[src/rtl/bf_pixel_collector.sv]
// Captures one frame of beamformed samples into a local buffer, then streams them
// back out in capture order over a valid/ready handshake.
module bf_pixel_collector #(
    parameter int PIXELS = 64,
    parameter int ADDR_W = 6,
    parameter int DATA_W = 17
) (
    input  logic                     clk,
    input  logic                     rst,
    input  logic                     start,
    input  logic                     in_valid,
    input  logic signed [DATA_W-1:0] in_data,
    output logic                     out_valid,
    input  logic                     out_ready,
    output logic signed [DATA_W-1:0] out_data,
    output logic                     out_last,
    output logic                     busy,
    output logic                     frame_done,
    output logic                     overflow
);

    typedef enum logic [1:0] {
        IDLE,
        CAPTURE,
        DRAIN
    } state_e;

    localparam logic [ADDR_W-1:0] LAST_ADDR = ADDR_W'(PIXELS - 1);

    state_e                   state_q, state_d;
    logic [ADDR_W-1:0]        wrPtr_q, wrPtr_d;
    logic [ADDR_W-1:0]        rdPtr_q, rdPtr_d;
    logic                     overflow_q, overflow_d;
    logic                     frameDone_q, frameDone_d;
    logic                     memWrite;
    logic signed [DATA_W-1:0] mem [PIXELS];

    always_ff @(posedge clk) begin
        if (rst) begin
            state_q     <= IDLE;
            wrPtr_q     <= '0;
            rdPtr_q     <= '0;
            overflow_q  <= 1'b0;
            frameDone_q <= 1'b0;
        end else begin
            state_q     <= state_d;
            wrPtr_q     <= wrPtr_d;
            rdPtr_q     <= rdPtr_d;
            overflow_q  <= overflow_d;
            frameDone_q <= frameDone_d;
        end
    end

    // The buffer has no reset; a frame is only read out after every slot was rewritten.
    always_ff @(posedge clk) begin
        if (memWrite && !rst) begin
            mem[wrPtr_q] <= in_data;
        end
    end

    always_comb begin
        state_d     = state_q;
        wrPtr_d     = wrPtr_q;
        rdPtr_d     = rdPtr_q;
        overflow_d  = overflow_q;
        frameDone_d = 1'b0;
        memWrite    = 1'b0;
        case (state_q)
            IDLE: begin
                // A sample arriving together with start is dropped silently.
                if (start) begin
                    state_d    = CAPTURE;
                    wrPtr_d    = '0;
                    overflow_d = 1'b0;
                end else if (in_valid) begin
                    overflow_d = 1'b1;
                end
            end
            CAPTURE: begin
                if (in_valid) begin
                    memWrite = 1'b1;
                    wrPtr_d  = wrPtr_q + ADDR_W'(1);
                    if (wrPtr_q == LAST_ADDR) begin
                        state_d = DRAIN;
                        rdPtr_d = '0;
                    end
                end
            end
            DRAIN: begin
                if (in_valid) begin
                    overflow_d = 1'b1;
                end
                if (out_ready) begin
                    rdPtr_d = rdPtr_q + ADDR_W'(1);
                    if (rdPtr_q == LAST_ADDR) begin
                        state_d     = IDLE;
                        frameDone_d = 1'b1;
                    end
                end
            end
            default: state_d = IDLE;
        endcase
    end

    assign out_valid  = (state_q == DRAIN);
    assign out_data   = out_valid ? mem[rdPtr_q] : '0;
    assign out_last   = out_valid && (rdPtr_q == LAST_ADDR);
    assign busy       = (state_q != IDLE);
    assign frame_done = frameDone_q;
    assign overflow   = overflow_q;

endmodule

[config.mk]
export PLATFORM = sky130hd
export DESIGN_NAME = bf_pixel_collector
export DESIGN_NICKNAME = d
export VERILOG_FILES = /design/src/rtl/bf_pixel_collector.sv
export SDC_FILE = /design/constraint.sdc
export NUM_CORES = 1
export LEC_CHECK = 0
export CAP_MARGIN = 20
export CORE_ASPECT_RATIO = 1.75
export CORE_MARGIN = 2
export CORE_UTILIZATION = 25
export CTS_CLUSTER_DIAMETER = 100
export DETAILED_ROUTE_END_ITERATION = 10
export HOLD_SLACK_MARGIN = 0.08
export PLACE_DENSITY = 0.48
export SLEW_MARGIN = 10
export SYNTH_ARGS = -nofsm -noshare
export SYNTH_HDL_FRONTEND = slang
export SYNTH_SLANG_ARGS = --single-unit
[constraint.sdc]
create_clock -name clk -period 3.5 [get_ports clk]
set_input_delay 1.05 -clock clk [delete_from_list [all_inputs] [get_ports clk]]
set_output_delay 1.05 -clock clk [all_outputs]
set_load 0.02 [all_outputs]
# Word-level counts from Yosys, hierarchy flattened
# Memories as Yosys holds them, arrays and structs flattened. A register that Yosys moved wholly into a read port is not among the register bits.
# Index checks and enable logic that the tools add are counted.
[classes]
n_addsub = 2
n_mul = 0
div = 0
magnitude_cmp = 0
n_eq_ne = 9
n_shift = 0
mux = 24
bitwise_logic = 2
reduce_logical = 12
[ops]
columns = ["operator", "n"]
rows = [
  ["$mux 6", 7],
  ["$pmux 6 s2", 2],
  ["$mux 17", 1],
  ["$add 6x1->6 const B", 2],
  ["$eq 6x6->1 const B", 2],
  ["$mux 2", 5],
  ["$reduce_bool 2->1", 4],
  ["$mux 1", 7],
  ["$ne 2x2->1 const B", 3],
  ["$pmux 2 s3", 1],
  ["$reduce_and 5->1", 1],
  ["$ne 2x1->1 const B", 2],
  ["$reduce_and 4->1", 1],
  ["$reduce_and 3->1", 1],
  ["$reduce_or 3->1", 1],
  ["$eq 2x1->1 const B", 1],
  ["$eq 2x2->1 const B", 1],
  ["$logic_and 1x1->1", 2],
  ["$logic_not 2->1", 1],
  ["$not 1->1", 2],
  ["$pmux 1 s2", 1],
  ["$logic_not 1->1", 1],
]
[totals]
register_bits = 16
latch_bits = 0
ram_bits = 1088
romBits = 0
in_bits = 22
n_memories = 1
[mem_list]
columns = ["memory", "words", "width", "rd", "rd_ports_with_merged_regs", "write_ports", "line", "source"]
rows = [
  ["mem", 64, 17, 1, 1, 1, "36", "logic signed [DATA_W-1:0] mem [PIXELS];"],
]

# Logic depth before layout (Yosys ltp)
# Gate-level depths: netlist of the first run.
[logic_depth]
depth_word = 6
mapped_depth = 9

# Worst setup path after synthesis of the first run
# Ideal clock, no wire load.
[synth_path]
path_type = "register to output"
startpoint = "register (tool-made name)"
endpoint = "output port out_data[0]"
arrival_time_ps = 1978
setup_slack_ps = 472
stages_incl_launch_ff = 8
n_path_buf = 3
path_cell_list = "dfxtp_1 buf_6 buf_6 buf_2 mux4_2 o221ai_1 o21ai_1 a22o_1"
[synth_rtl]
columns = ["element", "line", "source"]
rows = [
  ["to (decl)", "15", "output logic signed [DATA_W-1:0] out_data,"],
]

==> flow_metrics.py, run 1 <==
metrics = {
    "run_status": {
        "run_status": "complete, but fails checks",
        "violations": "setup timing",
    },
    "min_path": {
        "worstHoldPathType": "reg2reg",
    },
    "floorplan": {
        "ios": 44,
        "dieArea_um2": 174000,
        "rows": 200,
        "fp.dieH_um": 550,
        "start_util_pct": 25.1,
        "core_area_um2": 169000,
        "die_w_um": 316,
    },
    "yosys": {
        "syn_avg_cell_area_um2": 22.0,
        "synth_edf_count": 1088,
        "ys_top_cells_by_area": "edfxtp_1 (77%), mux4_2 (14%), mux2i_1 (1.6%), dfxtp_1 (1.0%), nor2_1 (0.71%)",
        "synth_compound_area_share_pct": 2.89,
        "async_flop_share_pct": 0,
        "synth_common_cells": "edfxtp_1 (1,088), mux4_2 (259), nor2_1 (80), mux2i_1 (67), nand2_1 (44)",
        "syn_area_um2": 42500,
        "ys_seq_area_share_pct": 77.9,
        "synth_xor_area_share_pct": 0.185,
        "ys_ff_latch": 1110,
        "synthMuxAreaShare_pct": 15.6,
        "synth_ff_type": "edfxtp_1",
        "synth_cells": 1931,
        "synth_simple_gate_area_share_pct": 1.95,
        "synth_top_family_by_area": "multiplexers",
        "synth.net_count": 1955,
        "yosysTopAreaCell": "edfxtp_1",
        "synth_adder_area_share_pct": 0.0589,
        "synth_top_area_share_pct": 76.8,
        "yosysMostFrequentCell": "edfxtp_1",
        "synth_cell_types": 47,
        "ys_warn_count": 0,
    },
    "timing": {
        "rsz0062_at_grt": "true",
        "clock_skew_ns": 0.0254,
        "max_slew_margin_pct": 38.6,
        "setup_viol": 17,
        "max_freq_mhz": 242,
        "report.final.slew_viol_count": 0,
        "hold_viol": 0,
        "layout_min_cycle_time_ns": 4.14,
        "worstMarginPinSlew_ns": 0.922,
        "whs_ns": 0.509,
        "period_share_pct": 118,
        "layout_setup_ws_ns": -0.638,
    },
    "drt": {
        "wl_um": 130000,
        "antenna_left": 0,
        "route.vias.total": 21581,
        "detail_route.wl_per_cell_um": 27.9,
        "drc": 0,
        "via_per_inst": 4.62,
        "drtIter0Drc": 1700,
        "first_pass_iters": 5,
    },
    "finish": {
        "design_area_um2": 54000,
        "nNetsFinal": 2391,
        "area_growth_pct": 27.1,
        "drive_gt1_share_pct": 41.7,
    },
    "placement": {
        "hpwlAfterDp_um": 86300,
        "io_buffers": 43,
        "place_area_um2": 48600,
        "gp_congestion": 0.811,
        "dp_slack_ns": -0.689,
    },
    "critical_path": {
        "crit_family": "compound AO/OA/AOI/OAI gates",
        "max_stage_delay_ns": 0.58,
        "critical_path_buf_inv_count": 5,
        "required_ns": 2.45,
        "critPathLaunchType": "flip-flop",
        "critical_path_class": "reg2out",
        "cp_max_fo": 7,
        "cp_slowest_cell": "a2111oi_4",
        "path_cells": "buf_12 -> buf_12 -> buf_16 -> mux4_2 -> o22ai_2 -> buf_6 -> a2111oi_4 -> a31o_4 -> buf_6",
        "r2r_cells": 6,
        "ff2ff_setup_slack_ns": 0.73,
        "rr_startpoint": "wrPtr_q[3]",
        "endpoint": "out_data[15]",
        "cp.depth": 9,
        "critPathCaptureType": "primary output",
        "cp.arrival_ns": 3.09,
    },
    "grt": {
        "antenna_found_initial": 5,
        "grt.overflow.total": 0,
        "grt_pass1_wl_um": 181000,
        "track_usage_pct": 15.0,
        "grt_pass1_vias": 23032,
        "grt_max_degree": 65,
    },
    "clocking": {
        "cts.path.max_buffers": 3,
        "cts_tree": "done",
        "clk_pin_slew_ns": 0.07,
        "numCtsBuffers": 95,
        "htree_levels": 3,
        "cts-root-buf": "clkbuf_16",
        "clock_latency_ns": 0.68,
        "clock-sinks": 1110,
    },
    "flow_run": {
        "drv_cap": 0,
    },
    "pwr": {
        "ir_worst_vdd_mv": 0.332,
        "p_leak_nw": 16.5,
        "power_mw": 25.8,
        "powerDensity_nw_per_um2": 477,
    },
}
-- metrics by stage --
stage	instances	setup TNS, ns	util [%]
3_3_place_gp	4412	-5.83	28.7
3_5_place_dp	4414	-5.82	28.7
4_1_cts	4641	-10.64	31.6
6_report	4668	-9.15	31.9
2_1_floorplan	1931	0	-
5_1_grt	4667	-10.58	31.9
-- worst min path at each step --
stage                from         to  slack (ns)  depth (start not counted)
2_1_floorplan  rdPtr_q[1]  flip-flop        0.49                          2
3_3_place_gp     overflow   overflow        0.48                          2
3_5_place_dp     overflow   overflow        0.48                          2
4_1_cts          overflow   overflow        0.52                          2
5_1_grt          overflow   overflow        0.57                          2
6_report         overflow   overflow        0.51                          2
-- kinds of logic after synthesis --
kind of cell               Yosys count
xor gates and xnor gates             9
and+or+nand+nor                    184
buffers and inverters              109
adders and majority gates            2
muxes                              339
AOI/OAI and AO/OA                  178
DFF                               1110
-- power breakdown --
group,switching [mW],total (mW),internal [mW]
clock network,5.01,10.9,5.86
logic,0.284,0.343,0.0590
registers,0.00288,14.6,14.6
-- tightest hold or removal path: cells and delay by family, from the launching register on --
family             cells  cell delay, ns
DFF                    1            0.35
and+or+nand+nor        1            0.08
AOI/OAI and AO/OA      1            0.05
-- layout by cell type, fill, tap and decap left out, drive strengths merged, types with 3 or more instances in the layout --
master	instances
buf	429
a22o	13
a22oi	5
nor3b	3
a211oi	19
xor2	8
nor3	9
mux4	259
nand3b	6
nor2	80
a31oi	6
inv	17
clkbuf	112
a21oi	27
mux2i	67
o221ai	21
o22ai	35
clkinv	40
nor2b	9
nand2b	5
o21ai	22
edfxtp	1088
a221oi	8
bufinv	9
and3	3
nand4	3
nand3	15
dfxtp	22
o211ai	10
mux2	13
nand2	44
clkinvlp	4
clkdlybuf4s50	8
a2111oi	3
-- final cells by class --
type / count / area (um^2)
Timing Repair Buffer: 443 / 5130
Tap cell: 2222 / 2780
Clock buffer: 109 / 2490
Antenna cell: 2 / 5.00
Fill cell: 16043 / 115000
Inverter: 5 / 18.8
Clock inverter: 65 / 646
Sequential cell: 1110 / 33100
Multi-Input combinational cell: 712 / 9840
-- routing by layer --
| layer | share of wire, % | GRT usage, % |
|---|---|---|
| met5 | 0.020 | 0 |
| met4 | 5.2 | 6.69 |
| met3 | 3.4 | 1.62 |
| met2 | 56 | 28.7 |
| met1 | 36 | 16.3 |
-- registers in the layout (all words and copies together), names as in the netlist, named ones only --
| name | flops |
|---|---|
| rdPtr_q | 6 |
| mem | 1088 |
| frame_done | 1 |
| state_q | 2 |
| wrPtr_q | 6 |
| overflow | 1 |
-- repair_timing --
action,in CTS,in global routing
setup buffers,50,34
setup endpoints to repair,18,17
hold buffers,0,0
gates cloned,9,3
gates resized for setup,257,74
pin swaps,30,34
Note: power is estimated with default switching activity, not from simulation.
==> run 2: changes to the inputs <==
GPL_ROUTABILITY_DRIVEN = 0   (was unset)
==> results of run 2 <==
Final layout, timing and power as in run 1 (identical DEF).
